## src/rtl/branch_pkg.sv

```systemverilog
// Shared definitions for the execute-stage branch resolver: funct3 encodings and FSM states.
package branch_pkg;

    localparam logic [2:0] F3_BEQ  = 3'b000;
    localparam logic [2:0] F3_BNE  = 3'b001;
    localparam logic [2:0] F3_BLT  = 3'b100;
    localparam logic [2:0] F3_BGE  = 3'b101;
    localparam logic [2:0] F3_BLTU = 3'b110;
    localparam logic [2:0] F3_BGEU = 3'b111;

    typedef enum logic {
        IDLE  = 1'b0,
        REDIR = 1'b1
    } br_state_t;

endpackage

```

## src/rtl/br_cond_eval.sv

```systemverilog
// Combinational funct3 decode: selects the branch condition from the comparator
// flags, flags reserved encodings and drives the unsigned-compare select.
module br_cond_eval
    import branch_pkg::*;
(
    input  logic [2:0] funct3,
    input  logic       BrEq,
    input  logic       BrLt,
    output logic       cond,
    output logic       illegal,
    output logic       BrUn
);

    logic [7:0] cond_vec;

    // One condition per funct3 code; reserved codes resolve to not-taken.
    genvar gi;
    generate
        for (gi = 0; gi < 8; gi++) begin : g_f3
            localparam logic [2:0] F3 = 3'(gi);
            if (F3 == F3_BEQ) begin : g_eq
                assign cond_vec[gi] = BrEq;
            end else if (F3 == F3_BNE) begin : g_ne
                assign cond_vec[gi] = ~BrEq;
            end else if (F3 == F3_BLT || F3 == F3_BLTU) begin : g_lt
                assign cond_vec[gi] = BrLt;
            end else if (F3 == F3_BGE || F3 == F3_BGEU) begin : g_ge
                assign cond_vec[gi] = ~BrLt;
            end else begin : g_rsvd
                assign cond_vec[gi] = 1'b0;
            end
        end
    endgenerate

    assign cond    = cond_vec[funct3];
    assign illegal = (funct3[2:1] == 2'b01);
    assign BrUn    = funct3[1];

endmodule

```

## src/rtl/branch_resolve.sv

```systemverilog
// Execute-stage branch/jump resolver with redirect handshake and wrong-path flush.
// Optional performance counters are enabled by defining BRANCH_PERF_CNT_EN.
module branch_resolve
    import branch_pkg::*;
#(
    parameter int            N        = 32,
    parameter logic [N-1:0]  RESET_PC = N'(32'h0000_2000)
) (
    input  logic         clk,
    input  logic         rst_n,
    input  logic         ex_valid,
    input  logic         ex_is_branch,
    input  logic         ex_is_jal,
    input  logic         ex_is_jalr,
    input  logic [2:0]   ex_funct3,
    input  logic         BrEq,
    input  logic         BrLt,
    input  logic [N-1:0] ex_target,
    output logic         BrUn,
    output logic         redirect_valid,
    input  logic         redirect_ready,
    output logic [N-1:0] redirect_pc,
    output logic         flush,
    output logic         ex_stall,
    output logic         misalign,
    output logic         illegal_br
`ifdef BRANCH_PERF_CNT_EN
    ,
    output logic [31:0]  br_count,
    output logic [31:0]  br_taken_count
`endif
);

    br_state_t    state_reg, state_next;
    logic [N-1:0] redirect_pc_reg, redirect_pc_next;
    logic         misalign_reg, misalign_next;
    logic         illegal_reg, illegal_next;

    logic cond;
    logic f3_illegal;
    logic br_sel;
    logic taken;
    logic aligned;

    br_cond_eval u_cond_eval (
        .funct3  (ex_funct3),
        .BrEq    (BrEq),
        .BrLt    (BrLt),
        .cond    (cond),
        .illegal (f3_illegal),
        .BrUn    (BrUn)
    );

    // Jumps win over a simultaneously flagged branch, so only a pure branch can be illegal.
    assign br_sel  = ex_is_branch & ~ex_is_jal & ~ex_is_jalr;
    assign taken   = ex_valid & (ex_is_jal | ex_is_jalr | (ex_is_branch & cond));
    assign aligned = (ex_target[1:0] == 2'b00);

    always_comb begin
        state_next       = state_reg;
        redirect_pc_next = redirect_pc_reg;
        misalign_next    = 1'b0;
        illegal_next     = 1'b0;
        case (state_reg)
            IDLE: begin
                if (taken && aligned) begin
                    state_next       = REDIR;
                    redirect_pc_next = ex_target;
                end
                misalign_next = taken & ~aligned;
                illegal_next  = ex_valid & br_sel & f3_illegal;
            end
            REDIR: begin
                // EX holds wrong-path contents here; only the handshake matters.
                if (redirect_ready) begin
                    state_next = IDLE;
                end
            end
            default: state_next = IDLE;
        endcase
    end

    always_ff @(posedge clk) begin
        if (!rst_n) begin
            state_reg       <= IDLE;
            redirect_pc_reg <= RESET_PC;
            misalign_reg    <= 1'b0;
            illegal_reg     <= 1'b0;
        end else begin
            state_reg       <= state_next;
            redirect_pc_reg <= redirect_pc_next;
            misalign_reg    <= misalign_next;
            illegal_reg     <= illegal_next;
        end
    end

    assign redirect_valid = (state_reg == REDIR);
    assign flush          = (state_reg == REDIR);
    assign ex_stall       = (state_reg == REDIR) & ~redirect_ready;
    assign redirect_pc    = redirect_pc_reg;
    assign misalign       = misalign_reg;
    assign illegal_br     = illegal_reg;

`ifdef BRANCH_PERF_CNT_EN
    logic [31:0] br_count_reg, br_count_next;
    logic [31:0] br_taken_count_reg, br_taken_count_next;
    logic        idle_cf;
    logic        idle_taken;

    assign idle_cf    = (state_reg == IDLE) & ex_valid & (ex_is_branch | ex_is_jal | ex_is_jalr);
    assign idle_taken = (state_reg == IDLE) & taken;

    always_comb begin
        br_count_next       = br_count_reg + 32'(idle_cf);
        br_taken_count_next = br_taken_count_reg + 32'(idle_taken);
    end

    always_ff @(posedge clk) begin
        if (!rst_n) begin
            br_count_reg       <= 32'd0;
            br_taken_count_reg <= 32'd0;
        end else begin
            br_count_reg       <= br_count_next;
            br_taken_count_reg <= br_taken_count_next;
        end
    end

    assign br_count       = br_count_reg;
    assign br_taken_count = br_taken_count_reg;
`endif

endmodule
```

## config.mk

```make
export PLATFORM = sky130hd
export DESIGN_NAME = branch_resolve
export DESIGN_NICKNAME = d
export VERILOG_FILES = /design/src/rtl/branch_pkg.sv /design/src/rtl/br_cond_eval.sv /design/src/rtl/branch_resolve.sv
export SDC_FILE = /design/constraint.sdc
export NUM_CORES = 1
export LEC_CHECK = 0
export ABC_CLOCK_PERIOD_IN_PS = 1700
export CORE_ASPECT_RATIO = 2
export CORE_MARGIN = 8
export CORE_UTILIZATION = 39
export CTS_CLUSTER_DIAMETER = 150
export DETAILED_ROUTE_END_ITERATION = 8
export PLACE_DENSITY = 0.85
export SYNTH_ARGS = -nofsm -noshare
export SYNTH_HDL_FRONTEND = slang
export SYNTH_SLANG_ARGS = --single-unit
```

## constraint.sdc

```tcl
create_clock -name clk -period 1.7 [get_ports clk]
set_input_delay 0.34 -clock clk [delete_from_list [all_inputs] [get_ports clk]]
set_output_delay 0.34 -clock clk [all_outputs]
set_load 0.01 [all_outputs]
```

==> results of run 1 <==
==> how the worst max path moves through the flow <==
stage                 start              end  slack (ps)  depth (start not counted)
4_1_cts        ex_is_branch  redirect_pc[15]          20                          6
5_1_grt                BrLt  redirect_pc[20]         -30                          7
6_report               BrLt  redirect_pc[26]          20                          7
3_3_place_gp   ex_is_branch  redirect_pc[13]        -280                          5
3_5_place_dp   ex_funct3[0]  redirect_pc[30]        -370                          5
2_1_floorplan  ex_funct3[1]  redirect_pc[13]         250                          5
==> cell families (layout without fill, tap and decap cells) <==
group                     count (synthesis)  after routing
xor gates and xnor gates                  2              2
DFF                                      35             35
and+or+nand+nor                          47             47
buffers and inverters                    18            106
AOI/OAI and AO/OA                        62             63
==> placed cells by master, fill, tap and decap left out, types with 2 or more instances in the layout <==
cell type,n
clkdlybuf4s50_1,75
dfxtp_1,35
o21ai_1,30
nand3_1,25
a21boi_1,25
buf_4,10
nand3_2,6
clkbuf_8,6
nand2_1,4
a21boi_2,4
dlymetal6s2s_1,4
nor2b_1,3
clkbuf_16,3
buf_12,3
xnor2_4,2
o221a_4,2
and3_1,2
dlygate4sd2_1,2
==> per-layer routing <==
metal	global-route usage, %	up-vias	routed length, µm
met4	9.24	0	224
met3	4.18	16	365
li1	-	764	-
met1	15.9	785	1970
met5	0	-	0
met2	31.6	85	3300
==> worst max-delay path, cell delays in order <==
cell,delay (ps)
clkdlybuf4s50_1,500
xnor2_4,220
o221ai_4,240
buf_12,170
clkbuf_16,140
nand3_1,110
a21boi_1,160
==> report_power, final <==
part / switching, µW / leakage (µW) / internal (µW)
sequential: 13.3 / 0.000284 / 844
clock: 296 / 0.0000612 / 474
combinational: 168 / 0.000659 / 233
total: 477 / 0.00100 / 1550
==> final cells by class <==
cell class	instances	share of cell area [%]
repair buffers	98	38.3
clock buffers	6	3.03
multi-input cells	112	29.2
flip-flops and latches	35	25.7
clock inverters	2	1.29
well taps	51	2.34
==> repair_timing <==
action	in CTS	in global routing
buffers inserted	0	1
resized for setup	6	18
pin swaps	2	8
setup endpoints to repair	32	27
endpoints found under the hold margin	0	0
cloned	1	3
==> cells in the mapped netlist (all sizes together) (2+ instances only) <==
library cell   n
nor2           2
buf           11
nand2          4
o21ai         30
clkbuf         7
dfxtp         35
a21boi        29
and3           2
nand3         31
xnor2          2
nor2b          3
==> stage by stage <==
step	worst slack (ps)	hold WS [ps]	util [%]	instances
2_1_floorplan	253	487	-	164
3_3_place_gp	-282	464	62.1	291
4_1_cts	19.8	481	66.1	300
3_5_place_dp	-370	472	62.1	291
5_1_grt	-30.2	502	70.8	304
6_report	20.6	479	70.8	304
==> flow_summary.ini, run 1 <==
[status]
status = finished clean

[floorplan]
core_area_um2 = 3840
dieArea_um2 = 6360
num_io_pins = 82
start_util_pct = 40.3
dieWidth_um = 60.5
num_rows = 32
die_y_um = 105

[placement]
dp_hpwl_mm = 3.80
port_buffers = 81
place_area_um2 = 2390
gp_congestion = 0.774

[logic_synthesis]
syn_nets = 208
synth_top_area_share_pct = 45.3
synth_top_family_by_area = compound AO/OA/AOI/OAI gates
synth_mux_area_share_pct = 0
synthAdderAreaFrac_pct = 0
synth_compound_area_share_pct = 27.1
synthSimpleGateAreaFrac_pct = 16.4
synth_area_leaders = dfxtp_1 (45%), a21boi_1 (14%), nand3_1 (10%)
seq_area_frac_synth_pct = 45.3
ys_async_sr_fraction_pct = 0
synth_area_um2 = 1550
synth-xor-area-share_pct = 1.13
yosysWarnings = 0
synth-seq-cells = 35
postSynthAreaPerCell_um2 = 9.44
synth-edff-count = 0
yosysUniqueCellTypes = 22
yosysTopAreaCell = dfxtp_1
netlist_instances = 164
ys.flop_type = dfxtp_1

[clocking]
cts_inserted_buffers = 5
htreeDepth = 2
cts.sinks = 35
cts_tree = yes
path_clk_slew_ps = 70
clock_latency_ps = 280
root_buffer = clkbuf_8
ctsHoldBuffers = 0
cts_buffer_depth = 2

[job]
cap_violations = 0

[timing]
period_minus_slack_ps = 1680
slew_viol_final = 0
skew_ps = 6.52
tns_ps = 0
fin_crit_sh_pct = 98.8
setup_viol = 0
relSlewSlack_pct = 74.0
finalHoldViolations = 0
worstMarginPinSlew_ps = 390
fmax_ghz = 0.595

[layout]
area_delta_synth_final_pct = 75.8
antennaDiodeCount = 0
fill_cells = 303
design_area_um2 = 2720
fin_nets = 296
drive_gt1_share_pct = 17.0
multi_input_area_um2 = 796
layout.area.seq_um2 = 701
largest_reg_flops = 32

[worst_hold_path]
worstHoldEndpoint = redirect_pc[5]
hp-class = flip-flop to flip-flop
min-delay-start = redirect_pc[5]
min_delay_path_depth = 2

[setup_path]
r2r_start = flush
worst_setup_path_end_kind = flip-flop
worst_r2r_path_depth = 5
cp.arrival_ps = 1890
cp_max_fo = 6
r2r-end = redirect_pc[26]
criticalPathCategory = input port to flip-flop
worst_ep_required_time_ps = 1910
rrSetupSlack_ps = 420
startpoint_type = input port

[detailed_routing]
firstDrtPassIters = 5
ant_nets = 0
dr_total_vias = 1650
finalWirelength_mm = 5.86
post_drt_via_cell_ratio = 5.43
post_drt_wl_per_cell_um = 19.3
drcViolationCount = 0
drt_iter0_drc = 53

[global_routing]
grt_pass1_wl_mm = 8.20
grt_pass1_vias = 1729
grt_start_max_net_pins = 36
antenna_found_initial = 0
grt_use_total_pct = 17.1
grt_overflow = 0

[power_and_ir_drop]
total_power_uw = 2030
power_density_nw_per_um2 = 746
peakVddDrop_v = 0.000794
power.leakage_uw = 0.00100
No activity file was read; power rests on OpenSTA's default activity.
==> inputs of run 2 (changes only) <==
--- a/config.mk
+++ b/config.mk
@@ -8,2 +8,3 @@
 export ABC_CLOCK_PERIOD_IN_PS = 1700
+export CAP_MARGIN = 25
 export CORE_ASPECT_RATIO = 2
@@ -14,2 +15,3 @@
 export PLACE_DENSITY = 0.85
+export SKIP_CTS_REPAIR_TIMING = 1
 export SYNTH_ARGS = -nofsm -noshare
==> constraint.sdc (replaced) <==
create_clock -name clk -period 1.7 [get_ports clk]
set_input_delay 0.425 -clock clk [delete_from_list [all_inputs] [get_ports clk]]
set_output_delay 0.425 -clock clk [all_outputs]
set_load 0.01 [all_outputs]
==> run 2 against run 1 <==
  * Sequential share of layout area grew 0.79 points
  * Routed wire length shrank 3.5%
  * Clock power shrank 30%
  * Largest power group unchanged
  * Utilization shrank 2.1 points
  * Final area shrank 3.0%
  * Largest cell class unchanged
  * Count of clock-buffer cells in the layout is the same
  * Clock skew shrank 4.3 ps
  * Setup slack gained 34 ps
  * Critical endpoint is now flush
  * Total power shrank 12%
  * Critical path type unchanged
  * First-iteration DRC count shrank 26%
  * Sequential power is essentially flat
==> flow_summary.ini, run 2 (synthesized netlist as in run 1, its figures left out) <==
[global_routing]
grt_overflow = 0
grt_pass1_wl_mm = 7.51
grt_start_max_net_pins = 32
antenna_found_initial = 0
grt_use_total_pct = 15.5
grt_pass1_vias = 1624

[power_and_ir_drop]
power_density_nw_per_um2 = 675
peakVddDrop_v = 0.000548
power.leakage_uw = 0.00101
intPower_uw = 1340
combPwrFrac_pct = 21.7
total_power_uw = 1780
seqPwrFrac_pct = 48.1
power.switching_uw = 440
swShare_pct = 24.7
clkPwrFrac_pct = 30.2

[detailed_routing]
post_drt_wl_per_cell_um = 18.5
drcViolationCount = 0
wl_met3_um = 363
wl_met2_mm = 3.28
firstDrtPassIters = 4
finalWirelength_mm = 5.65
maxUsedRoutingLayer = met4
drt_iter0_drc = 39
drt-met1-wl_mm = 1.77
ant_nets = 0
dr_total_vias = 1649
post_drt_via_cell_ratio = 5.39

[clocking]
root_buffer = clkbuf_8
cts_buffer_depth = 2
path_clk_slew_ps = 60
cts_tree = yes
cts_inserted_buffers = 5
htreeDepth = 2
clock_latency_ps = 280
cts.sinks = 35

[setup_path]
startpoint_type = input port
worst_r2r_path_depth = 5
cp_max_fo = 8
cp.arrival_ps = 1820
worst_setup_path_end_kind = flip-flop
rrSetupSlack_ps = 400
worst_ep_required_time_ps = 1880
criticalPathCategory = input port to flip-flop

[layout]
drive_gt1_share_pct = 14.1
fin_util_pct = 68.7
final_cell_mix = clkdlybuf4s50_1 (73), dfxtp_1 (35), nand3_1 (30), o21ai_1 (30), a21boi_1 (28)
layout_commonest_cell = clkdlybuf4s50_1
antennaDiodeCount = 0
fin_nets = 300
fill_cells = 311
largest_reg_flops = 32
area_delta_synth_final_pct = 70.6

[floorplan]
num_rows = 32
dieArea_um2 = 6360
num_io_pins = 82
start_util_pct = 40.3
die_y_um = 105
core_area_um2 = 3840
dieWidth_um = 60.5

[timing]
holdWs_ps = 478
setup_slack_ps = 54.5
slew_viol_final = 0
relSlewSlack_pct = 76.4
period_minus_slack_ps = 1650
finalHoldViolations = 0
fmax_ghz = 0.608
skew_ps = 2.22
setup_viol = 0
worstMarginPinSlew_ps = 353
fin_crit_sh_pct = 96.8

[worst_hold_path]
min_delay_path_depth = 2
hp-class = flip-flop to flip-flop

[placement]
port_buffers = 81
dp_hpwl_mm = 3.67
dp_slack_ps = -413
gp_congestion = 0.771

[status]
status = finished clean

[job]
cap_violations = 0
[run 2: changes by cell type in the layout (fill, tap and decap cells not counted), sizes merged]
cell | before | now
buf | 14 | 19
bufinv | 1 | 0
clkbuf | 9 | 7
clkdlybuf4s50 | 75 | 73
clkinv | 1 | 0
dlygate4sd2 | 2 | 0
dlymetal6s2s | 4 | 8
o221a | 2 | 3
[run 2: power groups by stage]
| stage | Clock, µW | Combinational, µW | Sequential, µW |
|---|---|---|---|
| 3_5_place_dp | 0 | 333 | 875 |
| 4_1_cts | 546 | 334 | 857 |
| 3_3_place_gp | 0 | 327 | 874 |
| 2_1_floorplan | 0 | 136 | 886 |
| 6_report | 538 | 388 | 858 |
| 5_1_grt | 582 | 410 | 860 |
[run 2: routing by layer]
layer / track usage [%] / up-vias
li1: - / 778
met1: 14.3 / 781
met2: 27.8 / 72
met3: 4.67 / 18
met4: 9.58 / 0
met5: 0 / -
[run 2: critical path: stages]
cell             delay (ps)
clkdlybuf4s50_1         470
nor2_4                  160
buf_4                   130
o221ai_4                110
buf_4                   180
clkbuf_16               150
a21oi_1                 140
nor2b_1                  50
[run 2: area by class of cell]
type,instances,area [µm²],area share (%)
tap,51,63.8,2.42
clock buffer,6,72.6,2.75
timing repair buffer,101,1030,38.9
sequential,35,701,26.5
multi-input combinational,113,776,29.4
[run 2: final timing paths]
check                    endpoint      startpoint
setup / recovery            flush      ex_is_jalr
hold / removal     redirect_pc[9]  redirect_pc[9]
setup reg to reg  redirect_pc[15]           flush
hold reg to reg    redirect_pc[9]  redirect_pc[9]
[run 2: stage by stage]
| stage | area [µm²] | TNS [ps] | cells |
|---|---|---|---|
| after floorplan | 1550 | 0 | 164 |
| after global placement | 2400 | -12440 | 292 |
| after detailed placement | 2400 | -13170 | 292 |
| after CTS | 2470 | -3300 | 298 |
| after global routing | 2640 | -15.1 | 306 |
| final | 2640 | 0 | 306 |
==> inputs of run 3 (changes only) <==
Settings changed: ABC_CLOCK_PERIOD_IN_PS 1700 to 2100, CORE_MARGIN 8 to 2, CORE_UTILIZATION 39 to 42, PLACE_DENSITY 0.85 to 0.9.
Clock period 1.7 ns to 2.1 ns, I/O delays scaled along.
==> run 3 against run 2 <==
  * Cell count shrank 4.6%
  * Final area shrank 7.3%
  * Register-to-register slack gained 430 ps
  * Critical path type unchanged
  * Critical endpoint is now redirect_pc[12]
  * Largest cell class unchanged
==> flow_summary.ini, run 3 (synthesized netlist as in run 1, its figures left out) <==
[layout]
layout_commonest_cell = clkdlybuf4s50_1
largest_reg_flops = 32
antennaDiodeCount = 0
final_cell_mix = clkdlybuf4s50_1 (79), dfxtp_1 (35), nand3_1 (31)
fin_util_pct = 68.6
fin_nets = 287
fin_cells = 292
area_delta_synth_final_pct = 58.2
drive_gt1_share_pct = 8.23
design_area_um2 = 2450

[clocking]
htreeDepth = 2
cts_tree = yes
cts.sinks = 35
cts_buffer_depth = 2
root_buffer = clkbuf_8
path_clk_slew_ps = 70
clock_latency_ps = 280
cts_inserted_buffers = 5

[setup_path]
cp.arrival_ps = 2130
worst_ep_required_time_ps = 2270
cp_max_fo = 31
cp_slowest_cell = clkdlybuf4s50_1
worst_r2r_path_depth = 5
crit_path_end = redirect_pc[12]
startpoint_type = input port
r2r-end = redirect_pc[1]
cp_cell_sequence = clkdlybuf4s50_1 -> or3b_4 -> o221a_4 -> o21ai_1 -> a21boi_1
crit_start = ex_is_branch
path_depth = 5
r2r_start = flush
worst_setup_path_end_kind = flip-flop
criticalPathCategory = input port to flip-flop
rrSetupSlack_ps = 830
critPathBufInv = 1
slowest_delay_ps = 490
cp_top_family = compound AO/OA/AOI/OAI gates

[global_routing]
antenna_found_initial = 0
grt_busiest_layer = met2
use_met1_pct = 22.0
grt_use_met3_pct = 3.82
grt_use_total_pct = 21.9
grt_start_max_net_pins = 36
grt_pass1_vias = 1448
grt_pass1_wl_mm = 6.66
grt_overflow = 0
grt.met2_usage_pct = 37.6

[timing]
grt_setup_unrepaired = false
fmax_ghz = 0.511
fin_crit_sh_pct = 93.2
skew_ps = 4.22
holdWs_ps = 476
slew_viol_final = 0
relSlewSlack_pct = 73.8
worstMarginPinSlew_ps = 391
period_minus_slack_ps = 1960
finalHoldViolations = 0
setup_viol = 0

[detailed_routing]
drt_iter0_drc = 26
post_drt_via_cell_ratio = 5.12
dr_total_vias = 1495
finalWirelength_mm = 4.31
drcViolationCount = 0
ant_nets = 0
post_drt_wl_per_cell_um = 14.7
firstDrtPassIters = 4

[floorplan]
dieArea_um2 = 4220
die_y_um = 89.9
num_rows = 31
core_area_um2 = 3570
dieWidth_um = 46.9
start_util_pct = 43.4
num_io_pins = 82

[power_and_ir_drop]
swShare_pct = 23.8
power.leakage_uw = 0.000881
intPower_uw = 1100
clkPwrFrac_pct = 33.5
power_density_nw_per_um2 = 587
power.switching_uw = 342
combPwrFrac_pct = 18.2
seqPwrFrac_pct = 48.3
peakVddDrop_v = 0.000484

[job]
cap_violations = 0

[placement]
place_area_um2 = 2360
gp_congestion = 0.845
placedCellCount = 285
dp_hpwl_mm = 3.13
port_buffers = 81

[worst_hold_path]
hp-class = flip-flop to flip-flop

[status]
status = finished clean
==> run 3: cell count changes in the layout (fill, tap and decap cells not counted), sizes merged <==
cell | before | now
buf | 19 | 9
clkdlybuf4s50 | 73 | 79
dlymetal6s2s | 8 | 2
o221a | 3 | 1
clkbuf | 7 | 6
clkinv | 0 | 1
==> run 3: how the worst min path moves through the flow <==
stage	slack [ps]	to	start	depth (start not counted)
floorplan	500	redirect_pc[10]	redirect_pc[10]	2
global placement	460	redirect_pc[24]	redirect_pc[24]	2
detailed placement	470	redirect_pc[27]	redirect_pc[27]	2
CTS	480	redirect_pc[27]	redirect_pc[27]	2
global route	500	redirect_pc[8]	redirect_pc[8]	2
finish	480	redirect_pc[6]	redirect_pc[6]	2
==> run 3: tightest hold or removal path, cell delays in order, from the launching register on <==
cell	delay, ps
dfxtp_1	310
o21ai_1	60
a21boi_1	60
==> run 3: cell type report <==
type / instances / area [µm²]
clock inverter: 1 / 5.00
tap: 49 / 61.3
fill: 306 / 1120
clock buffer: 6 / 82.6
timing repair buffer: 90 / 908
sequential: 35 / 701
multi-input combinational: 111 / 691
==> run 3: power groups by stage <==
stage / combinational, µW / sequential, µW / clock (µW)
2_1_floorplan: 110 / 717 / 0
3_3_place_gp: 257 / 708 / 0
3_5_place_dp: 261 / 709 / 0
4_1_cts: 263 / 694 / 491
5_1_grt: 278 / 696 / 525
6_report: 261 / 694 / 482
==> run 3: layer usage <==
| layer | vias up | wire length, µm | share of wire, % |
|---|---|---|---|
| li1 | 739 | - | - |
| met1 | 693 | 1420 | 33 |
| met2 | 49 | 2510 | 58 |
| met3 | 14 | 162 | 3.8 |
| met4 | 0 | 208 | 4.8 |
| met5 | - | 0 | 0 |
==> run 3: stage by stage <==
| step | total power, µW | TNS [ps] | setup slack, ps |
|---|---|---|---|
| after floorplan | 827 | 0 | 468 |
| after global placement | 965 | -1720 | -86.3 |
| after detailed placement | 970 | -2510 | -126 |
| after CTS | 1450 | -58.9 | -58.9 |
| after global routing | 1500 | 0 | 85.7 |
| final | 1440 | 0 | 143 |
==> RTL edit 1: new RTL, config.mk and constraints of run 1 <==
The parameter `N` goes from 32 to 64.
--- a/src/rtl/branch_resolve.sv
+++ b/src/rtl/branch_resolve.sv
@@ -3,7 +3,7 @@
 module branch_resolve
     import branch_pkg::*;
 #(
-    parameter int            N        = 32,
+    parameter int            N        = 64,
     parameter logic [N-1:0]  RESET_PC = N'(32'h0000_2000)
 ) (
     input  logic         clk,
Interface: changed (resized ex_target and redirect_pc); port bits go from 82 to 146. No check against the original RTL was run, so the function may have changed too.
==> RTL edit 1 against run 1 <==
  * Wire length up 76%
  * Synthesized area up 89%
  * The flow now finishes with violations (negative setup slack)
  * Sequential cell count up 32
  * Maximum frequency down 1.6%
  * Power up 110%
  * Largest power group is now clock
  * Final area up 78%
  * Core utilization down 4.0 points
  * Critical endpoint is now redirect_pc[33]
  * Setup slack worse by 27 ps
==> RTL edit 1: results (changes against run 1) <==
- The share of final-layout standard cells stronger than drive strength 1 is 0.114 (-0.0564).
- The worst hold slack was 467 ps (-11.9 ps).
- The launching element of the worst setup path is ex_funct3[0].
- The share of synthesized flip-flops with an asynchronous set or reset is 0 (unchanged).
- The number of global-route vias before repair is 3040 (+76%).
- The relative max-transition margin is 0.808 (+0.0681).
- The final weighted congestion of routability-driven global placement came to 0.790 (+2.0%).
- The biggest fanout along the worst timing path is 20 (+14).
- The path with the worst hold slack has its endpoint at flush.
- The clock skew after layout is 5.62 ps (-0.908 ps).
- The worst path setup slack after routing was -6.89 ps (-27.5 ps).
- The flow ran to the end, but the final reports show violations.
- The first-iteration detailed-routing DRC count is 205 (+290%).
- The cell at the root of the clock tree is sky130_fd_sc_hd__clkbuf_16.
- The via count normalized by instance count is 5.39 (-0.74%).
- The static leakage is 1.73 nW (+72%).
- The worst hold path stage count is 3 (+1).
- The number of unique standard cell types used by synthesis is 29 (+32%).
- The synthesized net count is 385 (+85%).
- The first-pass GRT wire length is 15500 um (+89%).
- The maximum number of pins on one net before global-route repair is 68 (+89%).
- The commonest cells after synthesis are 67 x sky130_fd_sc_hd__dfxtp_1, 63 x sky130_fd_sc_hd__nand3_1, 59 x sky130_fd_sc_hd__a21boi_1.
- The number of levels in the clock H-tree was 3 (+1).
- The count of fill cells added during filler insertion is 566 (+87%).
- The clock transition at the registers of the reported paths is 50 ps (-20 ps).
- The clock network latency to the later pin of the worst-skew pair is 320 ps (+40 ps).
- The number of buffers created by CTS is 9 (+4).
- The final net count is 531 (+79%).
- The final setup violation count was 1 (+1).
- The global router's overall resource usage is 0.179 (+0.00804).
- The reg-to-reg setup timing slack is 280 ps (-140 ps).
- The HPWL reported at the end of detailed placement was 7030 um (+85%).
- The kind of path behind the tightest hold check is input pin to register.
- The number of input and output port buffers inserted is 145 (+79%).
- The data arrival time of the worst path is 1910 ps (+20 ps).
- The worst-case reg-to-reg path depth came to 6 (+1).
- The final reports fail on negative setup slack.
- The maximum VDD drop is 0.699 mV (-12%).
- After synthesis, the cell types taking the most area are sky130_fd_sc_hd__dfxtp_1 46%, sky130_fd_sc_hd__a21boi_1 15%, sky130_fd_sc_hd__nand3_1 11%.
- The flip-flop count of the largest register after layout came to 64 (+100%).
RTL edit 1: changes by cell type after synthesis, sizes merged:
cell	run 1	this run
a21boi	29	61
dfxtp	35	67
nand3	31	63
o21ai	30	62
clkbuf	7	16
buf	11	16
a21oi	1	0
clkdlybuf4s15	0	1
clkdlybuf4s50	0	1
dlygate4sd3	0	1
nor2	2	3
nor2b	3	2
o21a	0	1
RTL edit 1: worst register-to-register path, stage by stage (launching register included):
cell and delay (ps):
sky130_fd_sc_hd__dfxtp_1 320, sky130_fd_sc_hd__nor2b_1 150, sky130_fd_sc_hd__buf_4 150, sky130_fd_sc_hd__and2_2 200
sky130_fd_sc_hd__buf_12 230, sky130_fd_sc_hd__nand3_1 130, sky130_fd_sc_hd__a21boi_1 160
RTL edit 1: layer usage:
metal	global-route usage	vias to the layer above	part of all wire
met5	0	-	0
met4	0.0992	0	0.038
met3	0.0578	28	0.062
met2	0.329	124	0.57
met1	0.167	1415	0.34
li1	-	1396	-
RTL edit 1: worst max-delay path by stage:
stage	end	slack (ps)
3_3_place_gp	redirect_pc[6]	-350
5_1_grt	redirect_pc[6]	-110
6_report	redirect_pc[33]	-7
2_1_floorplan	redirect_pc[13]	160
3_5_place_dp	redirect_pc[52]	-410
4_1_cts	redirect_pc[33]	-10
RTL edit 1: area by class of cell:
cell class | instances | share of cell area
repair buffers | 170 | 0.369
multi-input cells | 207 | 0.266
clock buffers | 12 | 0.0528
flip-flops and latches | 67 | 0.276
clock inverters | 2 | 0.0124
well taps | 92 | 0.0237
RTL edit 1: per-stage QoR:
step                std cells  power (W)  instance area (um2)   util
finish                    550    0.00426                 4850  0.668
global route              550    0.00441                 4850  0.668
CTS                       546    0.00424                 4720  0.649
detailed placement        532    0.00227                 4390  0.604
global placement          532    0.00226                 4390  0.604
floorplan                 309    0.00194                 2920      -
RTL edit 1: cell families (layout without fill, tap and decap cells):
| logic type | Yosys count | after routing | share of synthesized area |
|---|---|---|---|
| AO/OA/AOI/OAI | 126 | 126 | 0.281 |
| AND/OR/NAND/NOR | 79 | 79 | 0.141 |
| flip-flops | 67 | 67 | 0.459 |
| buffers and inverters | 35 | 184 | 0.113 |
| XOR/XNOR | 2 | 2 | 0.00600 |
RTL edit 1: report_power, final:
part	switching (W)	internal, W	total [W]
Sequential	0.0000242	0.00162	0.00164
Combinational	0.000271	0.000380	0.000651
Clock	0.000620	0.00135	0.00197
RTL edit 1: timing repair:
| action | CTS | global route |
|---|---|---|
| setup buffers | 0 | 1 |
| resized for setup | 8 | 10 |
| gates cloned | 0 | 3 |
| pin swaps | 0 | 2 |
| endpoints found under the setup margin | 62 | 52 |
==> RTL edit 2: new RTL, flow settings as in run 1 <==
Without the edit above. Add an input register stage for `ex_target`, cleared by the reset; this delays it by one clock. The other inputs are not delayed to match.
--- a/src/rtl/branch_resolve.sv
+++ b/src/rtl/branch_resolve.sv
@@ -31,6 +31,16 @@
 `endif
 );
 
+    logic [N-1:0] ex_target_q;
+
+    always_ff @(posedge clk) begin
+        if (!rst_n) begin
+            ex_target_q <= '0;
+        end else begin
+            ex_target_q <= ex_target;
+        end
+    end
+
     br_state_t    state_reg, state_next;
     logic [N-1:0] redirect_pc_reg, redirect_pc_next;
     logic         misalign_reg, misalign_next;
@@ -54,7 +64,7 @@
     // Jumps win over a simultaneously flagged branch, so only a pure branch can be illegal.
     assign br_sel  = ex_is_branch & ~ex_is_jal & ~ex_is_jalr;
     assign taken   = ex_valid & (ex_is_jal | ex_is_jalr | (ex_is_branch & cond));
-    assign aligned = (ex_target[1:0] == 2'b00);
+    assign aligned = (ex_target_q[1:0] == 2'b00);
 
     always_comb begin
         state_next       = state_reg;
@@ -65,7 +75,7 @@
             IDLE: begin
                 if (taken && aligned) begin
                     state_next       = REDIR;
-                    redirect_pc_next = ex_target;
+                    redirect_pc_next = ex_target_q;
                 end
                 misalign_next = taken & ~aligned;
                 illegal_next  = ex_valid & br_sel & f3_illegal;
Function: changed (a bounded check fails within 4 cycles, from zero or initial values and one cycle with rst_n low).
==> RTL edit 2 against run 1 <==
  * Sequential cell count up 32
  * Wire length is 0.70% lower
  * Setup slack better by 22 ps
  * Highest routed layer unchanged
  * Critical path type unchanged
  * Critical endpoint is now redirect_pc[14]
  * Synthesized area rose by 54%
  * Power rose by 89%
  * Final area up 32%
  * Non-clock buffer count decreased by 6
  * Hold slack got worse by 35 ps
==> RTL edit 2: results (changes against run 1) <==
- Sorting the synthesized cells by how often they occur yields 67 x sky130_fd_sc_hd__dfxtp_1, 33 x sky130_fd_sc_hd__and2_1, 31 x sky130_fd_sc_hd__nand3_1.
- The startpoint of the most critical hold path is ex_target_q[21].
- The share of final-layout standard cells stronger than drive strength 1 is 0.111 (-0.0592).
- The cell area reported after detailed placement is 3270 um2 (+37%).
- The root buffer cell chosen for the clock tree is sky130_fd_sc_hd__clkbuf_16.
- Following the worst setup path forward leads to its endpoint at redirect_pc[14].
- The detailed-routing iteration count for the pre-antenna-repair pass was 4 (-1).
- The clock transition at the registers of the reported paths is 50 ps (-20 ps).
- The average detailed-routed wire length per instance is 15.4 um (-20%).
- The met2 demand-to-capacity share in global routing was 0.242 (-0.0738).
- The relative max-transition margin is 0.824 (+0.0841).
- The static leakage came to 1.35 nW (+34%).
- The number of buffers created by CTS is 9 (+4).
- The worst hold slack is 443 ps (-35.4 ps).
- The maximum number of pins on one net before global-route repair is 68 (+89%).
- The first-iteration detailed-routing DRC count is 104 (+96%).
- The final non-filler cell total is 379 (+25%).
- The worst slack at placement is -364 ps (+5.96 ps).
- The share of the cycle needed by the critical path after routing is 0.975 (-0.0130).
- The final weighted congestion of routability-driven global placement came to 0.738 (-4.7%).
- The worst hold path terminates at redirect_pc[21].
- The number of levels in the clock H-tree is 3 (+1).
- The maximum VDD drop came to 0.640 mV (-19%).
- The met1 capacity usage during global routing came to 0.119 (-0.0399).
- The endpoint identified for the worst register-to-register timing path is redirect_pc[27].
- The biggest fanout along the worst timing path is 31 (+25).
- The cell total after placement was 365 (+25%).
- The number of unique standard cell types used by synthesis is 23 (+4.5%).
- The kind of path behind the tightest hold check is register to register.
- The per-instance average area after synthesis is 10.3 um2 (+9.1%).
- The final net count is 357 (+21%).
- The clock network latency to the later pin of the worst-skew pair is 320 ps (+40 ps).
- The data arrival time of the worst path is 1860 ps (-30 ps).
- The HPWL reported at the end of detailed placement is 4020 um (+6.0%).
- The first-pass GRT wire length is 9300 um (+13%).
- The clock skew after layout is 3.87 ps (-2.65 ps).
- The synthesized net count came to 276 (+33%).
- Yosys attributes the largest share of cell area to sky130_fd_sc_hd__dfxtp_1 56%, sky130_fd_sc_hd__a21boi_1 9.1%, sky130_fd_sc_hd__and2_1 8.6%.
- The flow ran to the end, and the final reports show no timing, DRC or antenna violations.
- The number of input and output port buffers inserted is 81 (unchanged).
- The sequential share of the synthesized area is 0.561 (+0.109).
- The via count normalized by instance count came to 5.08 (-6.4%).
- The met3 track demand over resource came to 0.0379 (-0.00388).
- The total power consumption of the routed design is 0.00383 W (+89%).
- The switching share of power is 0.206 (-0.0292).
- The worst hold path stage count came to 2 (unchanged).
- The global router's overall resource usage came to 0.134 (-0.0370).
- The most critical setup path has its startpoint at ex_funct3[2].
[RTL edit 2: cell types whose count changed after synthesis, sizes merged]
cell	run 1	this run
clkbuf	7	9
buf	11	13
dfxtp	35	67
and2	1	33
[RTL edit 2: what timing repair did]
action,CTS,global route
setup endpoints to repair,10,31
gates resized for setup,3,6
pin swaps,0,2
[RTL edit 2: power groups by stage]
stage	combinational [W]	sequential [W]	clock, W
2_1_floorplan	0.000188	0.00171	0
3_3_place_gp	0.000409	0.00169	0
3_5_place_dp	0.000415	0.00170	0
4_1_cts	0.000419	0.00167	0.00178
5_1_grt	0.000450	0.00167	0.00185
6_report	0.000417	0.00167	0.00174
[RTL edit 2: cell type report]
| cell class | count | area (um2) |
|---|---|---|
| Timing Repair Buffer | 92 | 955 |
| Sequential cell | 67 | 1340 |
| Clock buffer | 12 | 246 |
| Multi-Input combinational cell | 143 | 925 |
| Tap cell | 63 | 78.8 |
| Fill cell | 501 | 2370 |
| Clock inverter | 2 | 37.5 |
[RTL edit 2: cell families after synthesis]
kind of cell              count (synthesis)  synth area share
and+or+nand+nor                          79             0.190
DFF                                      67             0.561
buffers and inverters                    22            0.0618
AOI/OAI and AO/OA                        62             0.173
xor gates and xnor gates                  2            0.0136
[RTL edit 2: critical path, stage by stage]
cell	delay (ps)
sky130_fd_sc_hd__clkdlybuf4s50_1	420
sky130_fd_sc_hd__or3b_4	430
sky130_fd_sc_hd__o221a_4	260
sky130_fd_sc_hd__buf_12	170
sky130_fd_sc_hd__o21ai_1	140
sky130_fd_sc_hd__a21boi_1	80
[RTL edit 2: metal layers]
| layer | vias up | part of all wire |
|---|---|---|
| met5 | - | 0 |
| met4 | 0 | 0.041 |
| met3 | 17 | 0.045 |
| met2 | 54 | 0.56 |
| met1 | 905 | 0.35 |
| li1 | 950 | - |
